<file path="src/rtl/instr_encoder_loader_if.sv">
// Micro-op handshake and instruction-memory write bus for the encoder/loader.
// The master is the stimulus source. The slave is the encoder, which also
// drives the memory write port.
interface instr_encoder_loader_if #(
   parameter int ADDR_W = 8
);
   logic              op_valid;
   logic              op_ready;
   logic [2:0]        op_code;
   logic [4:0]        rd;
   logic [4:0]        rs1;
   logic [4:0]        rs2;
   logic [12:0]       imm;
   logic              mem_we;
   logic [ADDR_W-1:0] mem_addr;
   logic [31:0]       mem_wdata;

   modport master (
      output op_valid, op_code, rd, rs1, rs2, imm,
      input  op_ready, mem_we, mem_addr, mem_wdata
   );

   modport slave (
      input  op_valid, op_code, rd, rs1, rs2, imm,
      output op_ready, mem_we, mem_addr, mem_wdata
   );
endinterface

</file>
<file path="src/rtl/instr_encoder_loader.sv">
// RV32I instruction encoder and program loader.
// Symbolic micro-ops arrive over a valid/ready handshake. Each one is encoded
// into a 32-bit word and written to consecutive instruction-memory addresses.
// The encoder accepts at most one op every two cycles.
module instr_encoder_loader #(
   parameter int ADDR_W = 8,
   parameter int DEPTH  = 256,
   parameter int BASE   = 0
) (
   input  logic                  clk,
   input  logic                  rst,
   input  logic                  start,
   instr_encoder_loader_if.slave bus,
   output logic                  busy,
   output logic                  done,
   output logic                  err,
   output logic [1:0]            err_code,
   output logic [ADDR_W:0]       count
);

   typedef enum logic [2:0] {
      S_IDLE,
      S_ACCEPT,
      S_WRITE,
      S_DONE,
      S_ERROR
   } state_t;

   localparam logic [2:0] OP_ADD  = 3'b000;
   localparam logic [2:0] OP_XOR  = 3'b001;
   localparam logic [2:0] OP_SLL  = 3'b010;
   localparam logic [2:0] OP_ADDI = 3'b011;
   localparam logic [2:0] OP_LW   = 3'b100;
   localparam logic [2:0] OP_SW   = 3'b101;
   localparam logic [2:0] OP_BNE  = 3'b110;
   localparam logic [2:0] OP_END  = 3'b111;

   localparam logic [1:0] ERR_IMM  = 2'b01;
   localparam logic [1:0] ERR_FULL = 2'b10;

   localparam logic [ADDR_W:0]   DEPTH_C = (ADDR_W+1)'(DEPTH);
   localparam logic [ADDR_W-1:0] BASE_C  = ADDR_W'(BASE);

   state_t      state;
   logic [31:0] enc_word;
   logic        imm_ok;

   // Encode the presented micro-op and judge whether its immediate fits the format.
   always_comb begin
      // NOTE: every output of a combinational block gets a default first so no latch is inferred.
      enc_word = '0;
      imm_ok   = 1'b1;
      case (bus.op_code)
         OP_ADD:  enc_word = {7'b0000000, bus.rs2, bus.rs1, 3'b000, bus.rd, 7'b0110011};
         OP_XOR:  enc_word = {7'b0000000, bus.rs2, bus.rs1, 3'b100, bus.rd, 7'b0110011};
         OP_SLL:  enc_word = {7'b0000000, bus.rs2, bus.rs1, 3'b001, bus.rd, 7'b0110011};
         OP_ADDI: begin
            // A 12-bit signed immediate is legal only when imm[12] is a copy of imm[11].
            imm_ok   = (bus.imm[12] == bus.imm[11]);
            enc_word = {bus.imm[11:0], bus.rs1, 3'b000, bus.rd, 7'b0010011};
         end
         OP_LW: begin
            imm_ok   = (bus.imm[12] == bus.imm[11]);
            enc_word = {bus.imm[11:0], bus.rs1, 3'b010, bus.rd, 7'b0000011};
         end
         OP_SW: begin
            imm_ok   = (bus.imm[12] == bus.imm[11]);
            enc_word = {bus.imm[11:5], bus.rs2, bus.rs1, 3'b010, bus.imm[4:0], 7'b0100011};
         end
         OP_BNE: begin
            // Every 13-bit value is in range; the branch offset only has to be even.
            imm_ok   = ~bus.imm[0];
            enc_word = {bus.imm[12], bus.imm[10:5], bus.rs2, bus.rs1, 3'b001,
                        bus.imm[4:1], bus.imm[11], 7'b1100011};
         end
         default: ;
      endcase
   end

   // Load-session FSM. Every output is a register that is updated with the state.
   always_ff @(posedge clk or posedge rst) begin
      if (rst) begin
         // NOTE: sequential state is assigned with <= so all registers update together at the edge.
         state         <= S_IDLE;
         bus.op_ready  <= 1'b0;
         bus.mem_we    <= 1'b0;
         bus.mem_addr  <= BASE_C;
         bus.mem_wdata <= '0;
         busy          <= 1'b0;
         done          <= 1'b0;
         err           <= 1'b0;
         err_code      <= 2'b00;
         count         <= '0;
      end else begin
         case (state)
            S_IDLE, S_DONE, S_ERROR: begin
               if (start) begin
                  state        <= S_ACCEPT;
                  bus.op_ready <= 1'b1;
                  busy         <= 1'b1;
                  done         <= 1'b0;
                  err          <= 1'b0;
                  err_code     <= 2'b00;
                  count        <= '0;
                  bus.mem_addr <= BASE_C;
               end
            end
            S_ACCEPT: begin
               if (bus.op_valid && bus.op_ready) begin
                  bus.op_ready <= 1'b0;
                  if (bus.op_code == OP_END) begin
                     state <= S_DONE;
                     done  <= 1'b1;
                     busy  <= 1'b0;
                  end else if (count == DEPTH_C) begin
                     state    <= S_ERROR;
                     err      <= 1'b1;
                     err_code <= ERR_FULL;
                     busy     <= 1'b0;
                  end else if (!imm_ok) begin
                     state    <= S_ERROR;
                     err      <= 1'b1;
                     err_code <= ERR_IMM;
                     busy     <= 1'b0;
                  end else begin
                     state         <= S_WRITE;
                     bus.mem_wdata <= enc_word;
                     bus.mem_we    <= 1'b1;
                  end
               end
            end
            S_WRITE: begin
               // The address wraps modulo 2^ADDR_W when BASE+DEPTH exceeds the address space.
               state        <= S_ACCEPT;
               bus.mem_we   <= 1'b0;
               bus.mem_addr <= bus.mem_addr + 1'b1;
               count        <= count + 1'b1;
               bus.op_ready <= 1'b1;
            end
            default: state <= S_IDLE;
         endcase
      end
   end

endmodule

</file>
<file path="src/flat_wrapper.sv">
// flat-port wrapper written by rule: the top's interface ports become plain ports
module instr_encoder_loader_flat 
#(
   parameter int ADDR_W = 8,
   parameter int DEPTH  = 256,
   parameter int BASE   = 0
)
  (clk, rst, start, busy, done, err, err_code, count, bus_op_valid, bus_op_code, bus_rd, bus_rs1, bus_rs2, bus_imm, bus_op_ready, bus_mem_we, bus_mem_addr, bus_mem_wdata);
  instr_encoder_loader_if #(.ADDR_W(ADDR_W)) bus_i ();
  input  logic clk;
  input  logic rst;
  input  logic start;
  output logic busy;
  output logic done;
  output logic err;
  output logic [1:0] err_code;
  output logic [ADDR_W:0] count;
  input wire logic [$bits(bus_i.op_valid)-1:0] bus_op_valid;
  input wire logic [$bits(bus_i.op_code)-1:0] bus_op_code;
  input wire logic [$bits(bus_i.rd)-1:0] bus_rd;
  input wire logic [$bits(bus_i.rs1)-1:0] bus_rs1;
  input wire logic [$bits(bus_i.rs2)-1:0] bus_rs2;
  input wire logic [$bits(bus_i.imm)-1:0] bus_imm;
  output wire logic [$bits(bus_i.op_ready)-1:0] bus_op_ready;
  output wire logic [$bits(bus_i.mem_we)-1:0] bus_mem_we;
  output wire logic [$bits(bus_i.mem_addr)-1:0] bus_mem_addr;
  output wire logic [$bits(bus_i.mem_wdata)-1:0] bus_mem_wdata;
  assign bus_i.op_valid = bus_op_valid;
  assign bus_i.op_code = bus_op_code;
  assign bus_i.rd = bus_rd;
  assign bus_i.rs1 = bus_rs1;
  assign bus_i.rs2 = bus_rs2;
  assign bus_i.imm = bus_imm;
  assign bus_op_ready = bus_i.op_ready;
  assign bus_mem_we = bus_i.mem_we;
  assign bus_mem_addr = bus_i.mem_addr;
  assign bus_mem_wdata = bus_i.mem_wdata;
  instr_encoder_loader #(.ADDR_W(ADDR_W), .DEPTH(DEPTH), .BASE(BASE)) u_core (.clk(clk), .rst(rst), .start(start), .bus(bus_i), .busy(busy), .done(done), .err(err), .err_code(err_code), .count(count));
endmodule
</file>
<file path="config.mk">
export PLATFORM = sky130hd
export DESIGN_NAME = instr_encoder_loader_flat
export DESIGN_NICKNAME = d
export VERILOG_FILES = /design/src/rtl/instr_encoder_loader_if.sv /design/src/rtl/instr_encoder_loader.sv /design/src/flat_wrapper.sv
export SDC_FILE = /design/constraint.sdc
export NUM_CORES = 1
export LEC_CHECK = 0
export BUFFER_PORTS_ARGS = -buffer_cell sky130_fd_sc_hd__buf_2
export CELL_PAD_IN_SITES_DETAIL_PLACEMENT = 0
export CELL_PAD_IN_SITES_GLOBAL_PLACEMENT = 1
export CORE_ASPECT_RATIO = 0.75
export CORE_UTILIZATION = 34
export CTS_CLUSTER_DIAMETER = 150
export DETAILED_ROUTE_END_ITERATION = 10
export PLACE_DENSITY_LB_ADDON = 0.12
export SYNTH_ARGS = -nofsm -noshare
export SYNTH_HDL_FRONTEND = slang
export SYNTH_SLANG_ARGS = --single-unit
</file>
<file path="constraint.sdc">
create_clock -name clk -period 1.85 [get_ports clk]
set_input_delay 0 -clock clk [delete_from_list [all_inputs] [get_ports clk]]
set_output_delay 0 -clock clk [all_outputs]
set_load 0.01 [all_outputs]
</file>
==> flow_metrics.env, run 1 <==
export IMPL_internal_power_mw=2.99
export IMPL_worst_pin_slew_ns=0.593
export IMPL_gp_routability_congestion=0.741
export IMPL_cp_slowest_cell="dfrtp_1"
export IMPL_finalMaxSlewViolations=0
export IMPL_grt_usage_pct=16.6
export IMPL_utilization_pct=49.4
export IMPL_worstSkewPairLatency_ns=0.31
export IMPL_ys_seq_area_share_pct=52.0
export IMPL_grt_overflow=0
export IMPL_slew_limit_headroom_pct=60.4
export IMPL_startpoint_type="flop"
export IMPL_first_pass_iters=4
export IMPL_multiInputGateArea_um2=1180
export IMPL_synthCells=276
export IMPL_status="completed"
export IMPL_port_buffers=88
export IMPL_finalSetupViolations=0
export IMPL_path_max_fanout=11
export IMPL_initial_utilization_pct=36.0
export IMPL_synth_edf_count=0
export IMPL_antenna_found_initial=0
export IMPL_grt_max_degree=34
export IMPL_wl_per_cell_um=13.5
export IMPL_drcViolationCount=0
export IMPL_p_comb_share_pct=38.9
export IMPL_synth_cell_types=46
export IMPL_die_w_um=105
export IMPL_drive_above_1_share_pct=33.3
export IMPL_synth_area_um2=2700
export IMPL_diodes=0
export IMPL_cap_viol_max_count=0
export IMPL_hp_class="primary input to flop"
export IMPL_power_frac_clock_pct=21.0
export IMPL_critPathKind="flop to flop"
export IMPL_async_flop_share_pct=100
export IMPL_crit_path_end_kind="flop"
export IMPL_fin_setup_tns_ns=0
export IMPL_hold_viol_final=0
export IMPL_setup_ws_ns=0.106
export IMPL_core_rowCount=27
export IMPL_hold_ws_ns=0.00111
export IMPL_path_buf_inv=2
export IMPL_clock_path_buffers=2
export IMPL_final_cell_mix="buf_2, dfrtp_1, nand2_1"
export IMPL_fin_crit_ns=1.74
export IMPL_numCtsBuffers=5
export IMPL_seqCellArea_um2=1400
export IMPL_core_area_um2=7500
export IMPL_clkSinkCount=56
export IMPL_ios=91
export IMPL_clkTransAtPathRegs_ns=0.10
export IMPL_p_per_area_nw_per_um2=1240
export IMPL_syn_avg_cell_area_um2=9.77
export IMPL_detail_route_antenna_nets=0
export IMPL_cp_required_ns=2.05
export IMPL_total_power_mw=4.59
export IMPL_ctsHtreeMaxLevel=2
export IMPL_netSwitchingFraction_pct=34.7
export IMPL_area_delta_synth_final_pct=37.4
export IMPL_synth_yosys_warnings=0
export IMPL_cts_tree="done"
export IMPL_power_share_sequential_pct=40.1
export IMPL_drt_iter0_drc=115
export IMPL_pre_cts_ws_ns=-0.0224
export IMPL_totalWireLength_um=6730
export IMPL_crit_family="flip-flops"
export IMPL_synth_flop_cell="dfrtp_1"
export IMPL_synth_seq_cells=56
export IMPL_cp_arrival_ns=1.95
export IMPL_cpPeakStageDelay_ns=0.39
export IMPL_cts_root_buffer="clkbuf_8"
export IMPL_first_global_vias=2180
export IMPL_hpwl_um=4720
export IMPL_crit_top_cell="buf_4"
export IMPL_layout_commonest_cell="buf_2"
export IMPL_nNetsFinal=433
export IMPL_vdd_ir_drop_max_mv=0.612
export IMPL_p_sw_mw=1.59
export IMPL_fin_worst_skew_ns=0.0118
export IMPL_dr_total_vias=2335
export IMPL_die_h_um=79.1
export IMPL_worstPathCellList="nor4_1 > buf_4 > a2bb2oi_2 > o211ai_4 > buf_4 > mux2_4"
export IMPL_min_period_over_period_pct=94.3
export IMPL_leakagePower_nw=1.91
export IMPL_dieArea_um2=8290
export IMPL_grt_pass1_wl_um=10900
export IMPL_timing_fmax_mhz=573
export IMPL_viasPerCell=4.70
export IMPL_nFillCells=740
final cells by class:
type / count / share of cell area [%]
Clock buffer: 5 / 1.86
Inverter: 10 / 1.01
Sequential cell: 56 / 37.8
Multi-Input combinational cell: 194 / 32.0
Tap cell: 101 / 3.41
Timing Repair Buffer: 128 / 22.0
Clock inverter: 3 / 1.86
cell families after synthesis:
family | synth area share (%)
compound gates | 16.1
xor+xnor | 1.62
fa+ha+maj | 1.39
buf+inv | 4.78
flops | 52.0
mux | 5.62
other cells | 0.139
simple gates | 18.3
power by group through the flow:
stage / registers, mW / logic [mW] / clock network [mW]
global route: 1.90 / 1.97 / 1.04
global placement: 1.87 / 1.67 / 0
floorplan: 2.04 / 0.822 / 0
finish: 1.84 / 1.78 / 0.962
CTS: 1.85 / 1.74 / 0.987
detailed placement: 1.87 / 1.70 / 0
routing by layer:
layer,up-vias,share of wire (%),global-route usage (%)
met5,-,0,0
met4,0,0.62,3.38
met3,4,4.8,3.78
met2,61,41,24.5
met1,1078,53,24.6
li1,1192,-,-
sequential cells by signal, indices dropped and copies added, names as in the netlist:
signal / flops
u_core.bus.mem_wdata: 29
u_core.err: 1
u_core.err_code: 2
u_core.count: 9
u_core.state: 3
u_core.bus.mem_we: 1
u_core.done: 1
u_core.bus.mem_addr: 8
u_core.bus.op_ready: 1
u_core.busy: 1
Yosys cell counts (4+ instances only):
master | count | area share (%)
dfrtp_1 | 56 | 52
nand2_1 | 51 | 7.1
o21ai_0 | 39 | 7.2
nand3_1 | 12 | 2.2
nor2_1 | 12 | 1.7
a21oi_1 | 9 | 1.7
a22oi_1 | 9 | 2.5
inv_1 | 9 | 1.3
buf_2 | 6 | 1.1
clkbuf_1 | 6 | 0.84
mux2_4 | 6 | 3.3
and3_1 | 5 | 1.2
mux2i_1 | 5 | 1.9
nand4_1 | 4 | 0.93
path summary, 6_finish.rpt:
path | start | to | slack, ns | cells after the start
worst max-delay path | u_core.count[3] | u_core.bus.mem_wdata[19] | 0.11 | 6
worst min-delay path | bus_imm[2] | u_core.bus.mem_wdata[9] | 0.001 | 3
worst max register to register | u_core.count[3] | u_core.bus.mem_wdata[19] | 0.11 | 6
worst min register to register | u_core.bus.mem_wdata[4] | u_core.bus.mem_wdata[4] | 0.48 | 2
max in group asynchronous | rst | u_core.count[1] | 0.98 | 4
min in group asynchronous | rst | u_core.bus.mem_wdata[30] | 0.29 | 3
metrics by stage:
step	area, µm²	cells
2_1_floorplan	2700	277
3_3_place_gp	3300	462
3_5_place_dp	3300	462
4_1_cts	3640	490
5_1_grt	3700	497
6_report	3700	497
timing repair:
item                                    CTS  global route
hold buffers                             20             0
setup buffers                             0             7
resized for setup                         1             2
hold endpoints to repair                 43             0
pin swaps                                 0             2
endpoints found under the setup margin    4            19
worst reg2reg max path, delay by kind of cell (launching register included):
family                 cells  cell delay (ns)
flip-flops                 1             0.39
AO/OA/AOI/OAI              2             0.27
AND/OR/NAND/NOR            1             0.32
buffers and inverters      2             0.38
multiplexers               1             0.29
No activity file was read; power rests on OpenSTA's default activity.
==> run 2: changes to the inputs <==
--- a/config.mk
+++ b/config.mk
@@ -9,6 +9,7 @@
 export CELL_PAD_IN_SITES_DETAIL_PLACEMENT = 0
 export CELL_PAD_IN_SITES_GLOBAL_PLACEMENT = 1
 export CORE_ASPECT_RATIO = 0.75
+export CORE_MARGIN = 2
 export CORE_UTILIZATION = 34
 export CTS_CLUSTER_DIAMETER = 150
 export DETAILED_ROUTE_END_ITERATION = 10
==> constraint.sdc (replaced) <==
create_clock -name clk -period 1.85 [get_ports clk]
set_input_delay 0.37 -clock clk [delete_from_list [all_inputs] [get_ports clk]]
set_output_delay 0.37 -clock clk [all_outputs]
set_load 0.01 [all_outputs]
==> run 2 against run 1 <==
Via count decreased by 3.6%. Routed wire length shrank 2.1%. Sequential power barely moved. Register-to-register slack lost 0.05 ns. Maximum frequency down 3.0%. Sequential share of layout area up 2.1 points. Utilization is 4.3 points lower. Largest cell class unchanged. Highest routed layer unchanged.
==> flow_metrics.env, run 2 (synthesized netlist as in run 1, its figures left out) <==
export IMPL_status="completed"
export IMPL_drive_above_1_share_pct=34.7
export IMPL_slew_limit_headroom_pct=59.4
export IMPL_cp_required_ns=2.04
export IMPL_drcViolationCount=0
export IMPL_startpoint_type="flop"
export IMPL_grt_overflow=0
export IMPL_timing_rr_end="u_core.bus.mem_wdata[16]"
export IMPL_final_cell_mix="buf_2, dfrtp_1, nand2_1"
export IMPL_viasPerCell=4.72
export IMPL_worstSkewPairLatency_ns=0.30
export IMPL_p_per_area_nw_per_um2=1280
export IMPL_critPathKind="flop to flop"
export IMPL_hold_ws_ns=0.0252
export IMPL_nFillCells=785
export IMPL_cts_root_buffer="clkbuf_8"
export IMPL_layout_commonest_cell="buf_2"
export IMPL_core_area_um2=7780
export IMPL_antenna_found_initial=0
export IMPL_cpPeakStageDelay_ns=0.39
export IMPL_r2r_start="u_core.count[3]"
export IMPL_fin_crit_ns=1.80
export IMPL_detail_route_antenna_nets=0
export IMPL_largest_reg_flops=29
export IMPL_post_cts_buffers=0
export IMPL_grt_pass1_wl_um=10900
export IMPL_dieArea_um2=8670
export IMPL_first_global_vias=2159
export IMPL_wl_per_cell_um=13.8
export IMPL_path_max_fanout=22
export IMPL_path_buf_inv=2
export IMPL_fin_worst_skew_ns=0.0101
export IMPL_dp_cells=470
export IMPL_die_h_um=81.1
export IMPL_dr_total_vias=2252
export IMPL_numCtsBuffers=5
export IMPL_clkTransAtPathRegs_ns=0.10
export IMPL_min_period_over_period_pct=97.2
export IMPL_finalSetupViolations=0
export IMPL_hold_viol_final=0
export IMPL_cts_tree="done"
export IMPL_initial_utilization_pct=34.7
export IMPL_gp_routability_congestion=0.746
export IMPL_drt_iter0_drc=95
export IMPL_finalMaxSlewViolations=0
export IMPL_ff2ff_setup_slack_ns=0.05
export IMPL_clkSinkCount=56
export IMPL_top_regs="u_core.bus.mem_wdata: 29 flops, u_core.count: 9 flops, u_core.bus.mem_addr: 8 flops"
export IMPL_core_rowCount=28
export IMPL_holdBufCountCts=0
export IMPL_hpwl_um=4890
export IMPL_grt_usage_pct=16.0
export IMPL_ios=91
export IMPL_area_delta_synth_final_pct=30.0
export IMPL_crit_family="flip-flops"
export IMPL_worst_pin_slew_ns=0.609
export IMPL_totalWireLength_um=6590
export IMPL_clock_path_buffers=2
export IMPL_grt_max_degree=30
export IMPL_diodes=0
export IMPL_port_buffers=88
export IMPL_die_w_um=107
export IMPL_hp_class="primary input to async pin"
export IMPL_rsz0062_at_grt="false"
export IMPL_cap_viol_max_count=0
export IMPL_worstPathCellList="nor4_1 > buf_4 > a2bb2oi_2 > o211ai_4 > buf_12 > mux2_2"
export IMPL_crit_path_end_kind="flop"
export IMPL_cp_arrival_ns=1.98
export IMPL_final_cells=477
export IMPL_vdd_ir_drop_max_mv=0.577
export IMPL_cp_slowest_cell="dfrtp_1"
export IMPL_nNetsFinal=410
export IMPL_rr_worst_depth=6
export IMPL_ctsHtreeMaxLevel=2
export IMPL_first_pass_iters=5
export IMPL_leakagePower_nw=1.81
export IMPL_max_flop_register="u_core.bus.mem_wdata"
export IMPL_timing_fmax_mhz=556
run 2: through the flow:
step	util [%]	setup WS [ns]	area (µm²)	power [mW]	setup TNS, ns
3_5_place_dp	43.2	-0.0691	3360	3.59	-0.386
5_1_grt	45.1	0.00253	3510	4.83	0
4_1_cts	44.9	0.0327	3490	4.53	0
3_3_place_gp	43.2	-0.0104	3360	3.57	-0.0432
6_report	45.1	0.0516	3510	4.49	0
2_1_floorplan	-	0.0810	2700	2.86	0
run 2: timing repair:
action,CTS,global route
pin swaps,0,0
resized for setup,1,2
endpoints found under the setup margin,7,19
run 2: worst max-delay path by stage:
| stage | startpoint | endpoint | slack (ns) | cells after the start |
|---|---|---|---|---|
| after detailed placement | u_core.count[0] | u_core.bus.mem_wdata[16] | -0.07 | 7 |
| after global routing | u_core.count[3] | u_core.bus.mem_wdata[16] | 0.003 | 6 |
| after floorplan | u_core.count[0] | u_core.bus.mem_wdata[12] | 0.08 | 7 |
| after CTS | u_core.count[0] | u_core.bus.mem_wdata[16] | 0.03 | 7 |
| final | u_core.count[3] | u_core.bus.mem_wdata[16] | 0.05 | 6 |
| after global placement | u_core.count[1] | u_core.bus.mem_wdata[18] | -0.01 | 7 |
run 2: power breakdown:
| group | switching [mW] | internal (mW) |
|---|---|---|
| Sequential | 0.251 | 1.61 |
| Combinational | 0.929 | 0.787 |
| Clock | 0.385 | 0.533 |
run 2: layout make-up:
| cell class | count | area, µm² | share of cell area, % |
|---|---|---|---|
| Multi-Input combinational cell | 194 | 1190 | 33.9 |
| Inverter | 10 | 37.5 | 1.07 |
| Timing Repair Buffer | 105 | 618 | 17.6 |
| Clock inverter | 2 | 60.1 | 1.71 |
| Sequential cell | 56 | 1400 | 40.0 |
| Tap cell | 105 | 131 | 3.75 |
| Clock buffer | 5 | 68.8 | 1.96 |
run 2: routing by layer:
metal,track usage [%],wire [µm]
met3,3.13,332
met4,3.90,38
met1,24.6,3460
met2,22.9,2760
met5,0,0
==> run 3: changes to the inputs <==
--- a/config.mk
+++ b/config.mk
@@ -8,7 +8,6 @@
 export BUFFER_PORTS_ARGS = -buffer_cell sky130_fd_sc_hd__buf_2
 export CELL_PAD_IN_SITES_DETAIL_PLACEMENT = 0
 export CELL_PAD_IN_SITES_GLOBAL_PLACEMENT = 1
-export CORE_ASPECT_RATIO = 0.75
 export CORE_MARGIN = 2
 export CORE_UTILIZATION = 34
 export CTS_CLUSTER_DIAMETER = 150
==> run 3 against run 2 <==
Utilization barely moved. Register-to-register slack improved by 0.07 ns. Worst setup slack improved by 0.067 ns. Critical path type unchanged. Critical endpoint is now u_core.bus.mem_wdata[17]. Largest power group unchanged.
==> flow_metrics.env, run 3 (synthesized netlist as in run 1, its figures left out) <==
export IMPL_status="completed"
export IMPL_cp_required_ns=2.04
export IMPL_timing_fmax_mhz=578
export IMPL_fin_setup_tns_ns=0
export IMPL_ios=91
export IMPL_finalMaxSlewViolations=0
export IMPL_dr_total_vias=2259
export IMPL_clkSinkCount=56
export IMPL_post_cts_buffers=0
export IMPL_crit_path_start="u_core.count[0]"
export IMPL_grt_max_degree=57
export IMPL_die_h_um=93.1
export IMPL_core_rowCount=32
export IMPL_grt_pass1_wl_um=11000
export IMPL_crit_path_end_kind="flop"
export IMPL_core_area_um2=7690
export IMPL_fin_crit_ns=1.73
export IMPL_dp_cells=467
export IMPL_drcViolationCount=0
export IMPL_drive_above_1_share_pct=34.3
export IMPL_finalSetupViolations=0
export IMPL_nFillCells=796
export IMPL_grt_overflow=0
export IMPL_timing_rr_end="u_core.bus.mem_wdata[17]"
export IMPL_total_power_mw=4.24
export IMPL_diodes=0
export IMPL_crit_path_end="u_core.bus.mem_wdata[17]"
export IMPL_hp_class="primary input to async pin"
export IMPL_initial_utilization_pct=35.1
export IMPL_place_area_um2=3350
export IMPL_antenna_found_initial=0
export IMPL_layout_commonest_cell="buf_2"
export IMPL_grt_usage_pct=16.1
export IMPL_gp_routability_congestion=0.790
export IMPL_ctsHtreeMaxLevel=2
export IMPL_min_period_over_period_pct=93.6
export IMPL_final_cell_area_um2=3470
export IMPL_ff2ff_setup_slack_ns=0.12
export IMPL_hold_viol_final=0
export IMPL_hpwl_um=4820
export IMPL_max_flop_register="u_core.bus.mem_wdata"
export IMPL_cp_slowest_cell="dfrtp_1"
export IMPL_viasPerCell=4.76
export IMPL_cap_viol_max_count=0
export IMPL_path_max_fanout=25
export IMPL_vdd_ir_drop_max_mv=0.613
export IMPL_startpoint_type="flop"
export IMPL_wl_per_cell_um=13.9
export IMPL_critPathKind="flop to flop"
export IMPL_final_cell_mix="buf_2, dfrtp_1, nand2_1"
export IMPL_clock_path_buffers=2
export IMPL_clkTransAtPathRegs_ns=0.10
export IMPL_worstPathCellList="inv_1 > ha_1 > nor4bb_4 > a2bb2oi_2 > o211ai_4 > buf_12 > mux2_4"
export IMPL_nNetsFinal=410
export IMPL_rr_worst_depth=7
export IMPL_numCtsBuffers=5
export IMPL_cts_tree="done"
export IMPL_top_regs="u_core.bus.mem_wdata: 29 flops, u_core.count: 9 flops, u_core.bus.mem_addr: 8 flops"
export IMPL_worstSkewPairLatency_ns=0.30
export IMPL_dieArea_um2=8660
export IMPL_area_delta_synth_final_pct=28.5
export IMPL_first_pass_iters=4
export IMPL_p_per_area_nw_per_um2=1220
export IMPL_first_global_vias=2234
export IMPL_largest_reg_flops=29
export IMPL_r2r_start="u_core.count[0]"
export IMPL_cp_arrival_ns=1.92
export IMPL_cts_root_buffer="clkbuf_8"
export IMPL_leakagePower_nw=1.80
export IMPL_final_cells=475
export IMPL_fin_worst_skew_ns=0.00470
export IMPL_detail_route_antenna_nets=0
export IMPL_totalWireLength_um=6600
export IMPL_die_w_um=93.1
export IMPL_port_buffers=88
export IMPL_drt_iter0_drc=69
export IMPL_cpPeakStageDelay_ns=0.39
[run 3: layout make-up]
type | instances | area [µm²] | share of cell area, %
flip-flops and latches | 56 | 1400 | 40.4
inverters | 10 | 37.5 | 1.08
repair buffers | 105 | 618 | 17.8
well taps | 102 | 128 | 3.68
multi-input cells | 194 | 1190 | 34.4
clock buffers | 8 | 90.1 | 2.60
[run 3: routing by layer]
layer  global-route usage, %  vias up  part of all wire [%]
met5                       0        -                     0
met3                    2.50        5                   5.1
li1                        -     1138                     -
met2                    27.5       60                    47
met4                    5.51        0                   1.1
met1                    20.8     1056                    47
[run 3: power by group]
part | switching (mW) | total, mW | internal [mW]
clock network | 0.381 | 0.688 | 0.307
registers | 0.252 | 1.86 | 1.61
logic | 0.905 | 1.69 | 0.787
[run 3: worst max-delay path, delay by kind of cell (launching register included)]
| kind | cells | cell delay (ns) |
|---|---|---|
| adders and majority gates | 1 | 0.14 |
| and+or+nand+nor | 1 | 0.24 |
| AOI/OAI and AO/OA | 2 | 0.26 |
| muxes | 1 | 0.31 |
| DFF | 1 | 0.39 |
| buffers and inverters | 2 | 0.27 |
[run 3: repair_timing]
action / CTS / global route
pin swaps: 0 / 1
resized for setup: 1 / 3
hold buffers: 0 / 0
endpoints found under the setup margin: 6 / 8
[run 3: worst min-delay path by stage]
stage / slack, ns / from / endpoint
final: 0.09 / rst / u_core.bus.mem_wdata[18]
after global routing: 0.13 / rst / u_core.bus.mem_addr[7]
after detailed placement: 0.45 / rst / u_core.bus.mem_addr[7]
after CTS: 0.11 / rst / u_core.bus.mem_addr[7]
after floorplan: 0.48 / u_core.state[2] / u_core.state[0]
after global placement: 0.46 / rst / u_core.bus.mem_we
[run 3: per-stage QoR]
step	worst slack [ns]	util (%)	hold slack (ns)
after global routing	-0.0350	45.1	0.127
after global placement	0.0162	43.6	0.456
final	0.119	45.1	0.0920
after detailed placement	-0.0184	43.6	0.451
after floorplan	0.0810	-	0.478
after CTS	0.0384	44.9	0.107
